[src/rtl/imm_ctrl.sv]
// imm_ctrl: sequences the constant/immediate extension unit.
// Takes decoded instruction words from decode, drives the extension unit's
// select (cs) and 6-bit immediate, then hands the final 8-bit constant to
// the register-write/ALU stage together with its destination and op tags.
//
// Handshakes: a transfer happens on a rising clock edge where valid and
// ready are both high. A producer holds valid and its payload stable until
// that transfer. in_ready depends only on state, never on in_valid.
module imm_ctrl #(
  parameter int CNT_W  = 8,
  parameter bit PFX_EN = 1'b1
) (
  input  logic             clk,
  input  logic             rst_n,
  input  logic             in_valid,
  output logic             in_ready,
  input  logic [15:0]      in_instr,
  output logic             cs,
  output logic [5:0]       immediate,
  input  logic [7:0]       ext_immediate,
  output logic             out_valid,
  input  logic             out_ready,
  output logic [2:0]       out_rd,
  output logic [1:0]       out_op,
  output logic [7:0]       out_data,
  output logic             pfx_pending,
  output logic             busy,
  output logic [CNT_W-1:0] drop_count,
  output logic [1:0]       dbg_state
);

  typedef enum logic [1:0] {
    ST_IDLE = 2'd0,
    ST_EXT  = 2'd1,
    ST_OUT  = 2'd2
  } state_t;

  localparam logic [CNT_W-1:0] LP_CNT_ONE = {{(CNT_W-1){1'b0}}, 1'b1};

  state_t           r_state;
  logic             r_cs;
  logic [5:0]       r_imm;
  logic [2:0]       r_rd;
  logic [1:0]       r_op;
  logic [7:0]       r_data;
  logic             r_valid;
  logic             r_pfx_pending;
  logic [1:0]       r_pfx_bits;
  logic [CNT_W-1:0] r_drop;

  logic [3:0]       w_opc;
  logic             w_is_imm;
  logic             w_is_pfx;
  logic [1:0]       w_op_code;
  logic             w_unused_bits;

  assign w_opc         = in_instr[15:12];
  assign w_is_pfx      = PFX_EN && (w_opc == 4'hF);
  // Bits [8:6] carry no meaning for this unit.
  assign w_unused_bits = &in_instr[8:6];

  // Classify the incoming opcode and pick its output op tag.
  always_comb begin
    w_is_imm  = 1'b0;
    w_op_code = 2'b00;
    case (w_opc)
      4'h1: begin w_is_imm = 1'b1; w_op_code = 2'b00; end  // LDI
      4'h2: begin w_is_imm = 1'b1; w_op_code = 2'b01; end  // LDIU
      4'h3: begin w_is_imm = 1'b1; w_op_code = 2'b10; end  // ADDI
      default: begin w_is_imm = 1'b0; w_op_code = 2'b00; end
    endcase
  end

  // Control FSM with all datapath registers and registered outputs.
  always_ff @(posedge clk or negedge rst_n) begin
    if (!rst_n) begin
      r_state       <= ST_IDLE;
      r_cs          <= 1'b0;
      r_imm         <= 6'd0;
      r_rd          <= 3'd0;
      r_op          <= 2'b00;
      r_data        <= 8'd0;
      r_valid       <= 1'b0;
      r_pfx_pending <= 1'b0;
      r_pfx_bits    <= 2'b00;
      r_drop        <= '0;
    end else begin
      case (r_state)
        ST_IDLE: begin
          if (in_valid) begin
            if (w_is_imm) begin
              r_rd    <= in_instr[11:9];
              r_op    <= w_op_code;
              r_imm   <= in_instr[5:0];
              // Only LDIU zero-extends; LDI and ADDI are signed.
              r_cs    <= (w_opc != 4'h2);
              r_state <= ST_EXT;
            end else if (w_is_pfx) begin
              // A later prefix simply replaces an earlier one.
              r_pfx_bits    <= in_instr[1:0];
              r_pfx_pending <= 1'b1;
            end else begin
              // Unknown opcodes are consumed, counted and kill any prefix.
              r_drop        <= r_drop + LP_CNT_ONE;
              r_pfx_pending <= 1'b0;
            end
          end
        end
        ST_EXT: begin
          // One cycle lets the combinational extension unit settle on
          // the registered cs/immediate before we sample it.
          r_data        <= r_pfx_pending ? {r_pfx_bits, r_imm} : ext_immediate;
          r_pfx_pending <= 1'b0;
          r_valid       <= 1'b1;
          r_state       <= ST_OUT;
        end
        ST_OUT: begin
          if (out_ready) begin
            r_valid <= 1'b0;
            r_state <= ST_IDLE;
          end
        end
        default: begin
          r_valid <= 1'b0;
          r_state <= ST_IDLE;
        end
      endcase
    end
  end

  assign in_ready    = (r_state == ST_IDLE);
  assign busy        = (r_state != ST_IDLE);
  assign dbg_state   = r_state;
  assign cs          = r_cs;
  assign immediate   = r_imm;
  assign out_valid   = r_valid;
  assign out_rd      = r_rd;
  assign out_op      = r_op;
  assign out_data    = r_data;
  assign pfx_pending = r_pfx_pending;
  assign drop_count  = r_drop;

endmodule
[config.mk]
export PLATFORM = sky130hd
export DESIGN_NAME = imm_ctrl
export DESIGN_NICKNAME = d
export VERILOG_FILES = /design/src/rtl/imm_ctrl.sv
export SDC_FILE = /design/constraint.sdc
export NUM_CORES = 1
export LEC_CHECK = 0
export ABC_CLOCK_PERIOD_IN_PS = 2000
export BUFFER_PORTS_ARGS = -buffer_cell sky130_fd_sc_hd__buf_2
export CAP_MARGIN = 20
export CORE_ASPECT_RATIO = 0.7
export CORE_MARGIN = 5
export CORE_UTILIZATION = 46
export CTS_CLUSTER_SIZE = 10
export DETAILED_ROUTE_END_ITERATION = 10
export GPL_TIMING_DRIVEN = 1
export PLACE_DENSITY = 0.84
export SLEW_MARGIN = 10
export SYNTH_ARGS = -nofsm -noshare
export SYNTH_HDL_FRONTEND = slang
export SYNTH_SLANG_ARGS = --single-unit
[constraint.sdc]
create_clock -name clk -period 2 [get_ports clk]
set_input_delay 0.2 -clock clk [delete_from_list [all_inputs] [get_ports clk]]
set_output_delay 0.2 -clock clk [all_outputs]
set_load 0.01 [all_outputs]
# After elaboration in Yosys (flattened, before gate mapping)
# Index checks and enable logic that the tools add are counted.
# W data, S select, Z words.
# totals
in_bits	28
n_memories	0
wordCells	48
output_inout_bits	34
rom_bits	0
reg_bits	34
ram_bits	0
latch_bits	0
# classes
addsub	1
shift	0
reduce_logical	10
bitwise_logic	3
n_mux	13
magnitude_cmp	0
eq_ne	11
div_mod_pow	0
n_mul	0
# ops
op	count
$reduce_and A3 Y1	3
$add A8 B1 Y8 const B	1
$eq A4 B2 Y1 const B	2
$mux W8	1
$reduce_and A4 Y1	2
$mux W2	3
$ne A2 B2 Y1 const B	3
$pmux W2 S3	1
$mux W1	5
$eq A4 B1 Y1 const B	1
$eq A4 B4 Y1 const B	1
$ne A4 B2 Y1 const B	1
$pmux W2 S2	1
$reduce_bool A2 Y1	2
$not A1 Y1	3
$pmux W1 S3	1
$reduce_or A3 Y1	1
$eq A2 B1 Y1 const B	1
$eq A2 B2 Y1 const B	1
$logic_not A2 Y1	1
$ne A2 B1 Y1 const B	1
$pmux W1 S2	1
$reduce_and A2 Y1	1

# Depth between registers and ports, before layout
# logic_depth
ltp_word	6
mapped_depth	5
ltp_nobuf	4

# Worst setup path after synthesis
# No wires, ideal clock.
# synth_path
path_kind	reg-to-reg
startpoint	register r_state[0] (netlist: dbg_state[0])
endpoint	register r_imm[0] (netlist: immediate[0])
stages_incl_launch_ff	6
setup_ps	125
required_ps	1875
period_less_slack_ps	1523
slack_ps	477
t_arrival_ps	1399
n_path_buf	1
cell_sequence	dfrtp_1 -> nor2_2 -> nand2_1 -> nor2_2 -> buf_6 -> mux2_2
# synth_between
elab_chain_len	2
# synth_lines
item	line_no	rtl
from (decl)	40	state_t r_state;
from (signal assigned)	77	r_state <= ST_IDLE;
from (signal assigned)	97	r_state <= ST_EXT;
from (signal assigned)	115	r_state <= ST_OUT;
$logic_not A2 Y1	n/a	
net in_ready	16	output logic in_ready,
$reduce_and A3 Y1 (no source line)	n/a	
to (signal assigned)	94	r_imm <= in_instr[5:0];
to (decl)	42	logic [5:0] r_imm;
# The timed path passes the listed nets, and every way through them passes these cells.
# A chain may end at the register's enable or synchronous reset.

# Final worst setup path
# layout_path
startpoint	register r_state[1] (netlist: dbg_state[1])
endpoint	register r_drop[1] (netlist: drop_count[1])
# layout_between
elab_chain_len	2
# layout_lines
item	line_no	rtl
$logic_not A2 Y1	88	case (r_state)
$reduce_and A4 Y1 (no source line)	n/a	
to (signal assigned)	104	r_drop <= r_drop + LP_CNT_ONE;
to (decl)	49	logic [CNT_W-1:0] r_drop;
# No other way between the ends.

==> run_results.csv <==
group,metric,value,unit
worst_setup_path,r2r_setup_slack,0.40,ns
worst_setup_path,timing.rr.start,"dbg_state[1]$_DFFE_PN0P_",
power_and_ir_drop,ir_drop,0.0008537,V
worst_setup_path,cp-start-kind,"flip-flop",
timing,whs,-0.02112,ns
global_route,use_met1,16.99,%
clock_tree,htreeDepth,2,
timing,worst_slew_pin_slew,0.7260,ns
yosys,yosys_warnings,0,
clock_tree,cts_buffers,5,
yosys,netlist.area_leader.share,58.42,%
timing,grt_setup_unrepaired,"no",
yosys,synth_seq_cells,34,
yosys,syn_area,0.001456,mm^2
yosys,synth_edf_count,0,
global_route,grt_pass1_vias,1185,
timing,relSlewSlack,51.60,%
clock_tree,clk-insertion-delay-late,0.27,ns
clock_tree,clock_sinks,34,
power_and_ir_drop,p_leak,0.9467,nW
worst_setup_path,path_class,"flip-flop to flip-flop",
yosys,yosys.area.top_type,"dfrtp_1",
global_route,met3_usage,5.836,%
yosys,synth_area_per_cell,12.34,um^2
job,maxCapViolCount,0,
timing,tns,0,ns
global_route,grt_max_degree,35,
worst_setup_path,crit_chain,"nor3b_2 -> o311a_1 -> mux2_4",
yosys,syn_nets,147,
outcome,violations,"hold timing",
worst_setup_path,rr_worst_depth,3,
hold_path,hold_path.class,"input port to async pin",
clock_tree,cts_setup_buffers,0,
clock_tree,cts-root-buf,"clkbuf_8",
drt,first_pass_iters,4,
floorplanning,initial_core_util,46.90,%
yosys,yosysSeqAreaShare,58.42,%
drt,dr_total_vias,1120,
worst_setup_path,critPathMaxFanout,8,
yosys,yosysMostFrequentCell,"dfrtp_1",
worst_setup_path,cp_data_required_time,2.16,ns
worst_setup_path,r2r-end,"drop_count[1]$_DFFE_PN0P_",
timing,finalCritPeriodShare,79.78,%
yosys,yosys-top-cells-area,"dfrtp_1 58%, mux2_2 7.7%, mux2i_1 6.2%, xnor2_1 3.6%, nand2_1 3.4%",
worst_setup_path,worstPathArrival,1.75,ns
yosys,synthArstFlopShare,100.0,%
drt,vias_per_cell,5.091,
finish,post-route-util,60.15,%
timing,fin_crit,1.596,ns
floorplanning,fp.dieH,57.08,um
timing,fin_skew,0.008112,ns
finish,nets,210,
global_route,grtUsageMet2,26.50,%
drt,antenna_left,0,
timing,finalHoldViolations,34,
timing,final_max_slew_viol_count,0,
yosys,netlist_top_cells_count,"34 x dfrtp_1, 13 x nand2_1, 10 x mux2_2",
floorplanning,die-area,0.004409,mm^2
finish,syn2layout_area_growth,28.26,%
drt,drc,0,
floorplanning,die_w,77.26,um
yosys,synth-main-ff-cell,"dfrtp_1",
floorplanning,core_area,0.003105,mm^2
drt,drtIter0Drc,34,
drt,post_drt_wl_per_cell,14.16,um
worst_setup_path,cp_slowest_stage_delay,0.44,ns
worst_setup_path,cpMaxStageDelayCell,"dfrtp_1",
outcome,status,"finished with violations",
clock_tree,clockBufferDepth,2,
global_route,grt_first_pass_wirelength,5313,um
timing,clock.fmax,626.7,MHz
clock_tree,ctsResizeCount,0,
clock_tree,clk_pin_slew_worst_paths,0.07,ns
global_route,busiest_layer,"met2",
place,dp_hpwl,2429,um
floorplanning,io_pins,62,
place,gp_congestion,0.7968,
worst_setup_path,path_buf_inv,0,
global_route,grt_usage,15.09,%
worst_setup_path,crit_family,"flip-flops",
global_route,overflow,0,
clock_tree,hold_buffers,0,
place,portBuffers,58,
timing,finalSetupViolCount,0,
global_route,antenna_found_initial,0,
finish,layout-drive-gt1-share,45.05,%
finish,antenna_cells,0,
worst_setup_path,end_kind,"flip-flop",
power_and_ir_drop,cellPowerDensity,1143,mW/mm^2
floorplanning,rows,17,
drt,totalWireLength,3116,um
yosys,synth_cell_type_count,27,
clock_tree,cts_tree,"built",
yosys,syn_inst,118,
-- flip-flops by register name (all words and copies together) (netlist names), 2 cells and up --
| register | count |
|---|---|
| dbg_state | 2 |
| out_rd | 3 |
| out_data | 8 |
| drop_count | 8 |
| immediate | 6 |
| r_pfx_bits | 2 |
| out_op | 2 |
-- metrics by stage --
step	hold WS, ns	total power, W	instance area, um^2	setup WS (ns)	std cells
detailed placement	0.3042	0.001665	1777	0.4004	212
global placement	0.2935	0.001625	1777	0.4703	212
CTS	0.001621	0.002175	1868	0.3856	220
floorplan	-0.09559	0.001364	1456	0.4766	118
global route	0.03874	0.002284	1868	0.2889	220
finish	-0.02112	0.002135	1868	0.4044	220
-- final cells by class --
| cell class | instances | area, um^2 |
|---|---|---|
| clock buffers | 7 | 86.33 |
| clock inverters | 1 | 5.005 |
| fillers | 259 | 1237 |
| inverters | 5 | 18.77 |
| multi-input cells | 75 | 554.3 |
| flip-flops and latches | 34 | 850.8 |
| well taps | 38 | 47.55 |
| repair buffers | 60 | 305.3 |
-- logic make-up after synthesis --
| group | share of synthesized area [%] |
|---|---|
| flip-flops | 58.42 |
| buffers and inverters | 3.522 |
| AND/OR/NAND/NOR | 10.57 |
| XOR/XNOR | 4.210 |
| AO/OA/AOI/OAI | 6.701 |
| multiplexers | 15.72 |
| adder cells (fa/ha/maj) | 0.8590 |
-- per-layer routing --
layer | wire, um | up-vias
met1 | 1259 | 545
met5 | 0 | -
met3 | 267 | 2
li1 | - | 537
met4 | 22 | 0
met2 | 1567 | 36
-- cells in the final DEF (no fill, tap or decap), drive strengths merged --
| master | instances |
|---|---|
| xnor2 | 6 |
| xor2 | 1 |
| mux2 | 12 |
| and4 | 1 |
| o311ai | 1 |
| nand4 | 6 |
| nor2 | 5 |
| a21oi | 1 |
| o21a | 1 |
| and3 | 2 |
| nand3 | 2 |
| clkbuf | 7 |
| buf | 60 |
| dfrtp | 34 |
| nand2 | 13 |
| clkinv | 1 |
| o21ai | 10 |
| inv | 5 |
| ha | 1 |
| mux2i | 9 |
| nor3b | 1 |
| o22a | 1 |
| o22ai | 1 |
| o311a | 1 |
-- worst max path at each step --
stage	start	endpoint	slack [ns]	cells after the start
2_1_floorplan	dbg_state[0]$_DFFE_PN0P_	immediate[0]$_DFFE_PN0P_	0.48	5
3_3_place_gp	dbg_state[0]$_DFFE_PN0P_	drop_count[1]$_DFFE_PN0P_	0.47	3
3_5_place_dp	dbg_state[0]$_DFFE_PN0P_	drop_count[3]$_DFFE_PN0P_	0.40	4
4_1_cts	dbg_state[0]$_DFFE_PN0P_	drop_count[3]$_DFFE_PN0P_	0.39	4
5_1_grt	dbg_state[1]$_DFFE_PN0P_	drop_count[3]$_DFFE_PN0P_	0.29	4
6_report	dbg_state[1]$_DFFE_PN0P_	drop_count[1]$_DFFE_PN0P_	0.40	3
-- worst register-to-register path: cells and delay by family, from the launching register on --
family | cells | cell delay [ns]
flip-flops | 1 | 0.44
AO/OA/AOI/OAI | 1 | 0.43
multiplexers | 1 | 0.34
AND/OR/NAND/NOR | 1 | 0.28
-- where the power goes --
part | total, W | switching, W | internal, W
logic | 0.000598 | 0.000295 | 0.000302
registers | 0.00104 | 0.000159 | 0.000881
clock network | 0.000498 | 0.000221 | 0.000277
total | 0.00214 | 0.000675 | 0.00146
No activity file was read; power rests on OpenSTA's default activity.
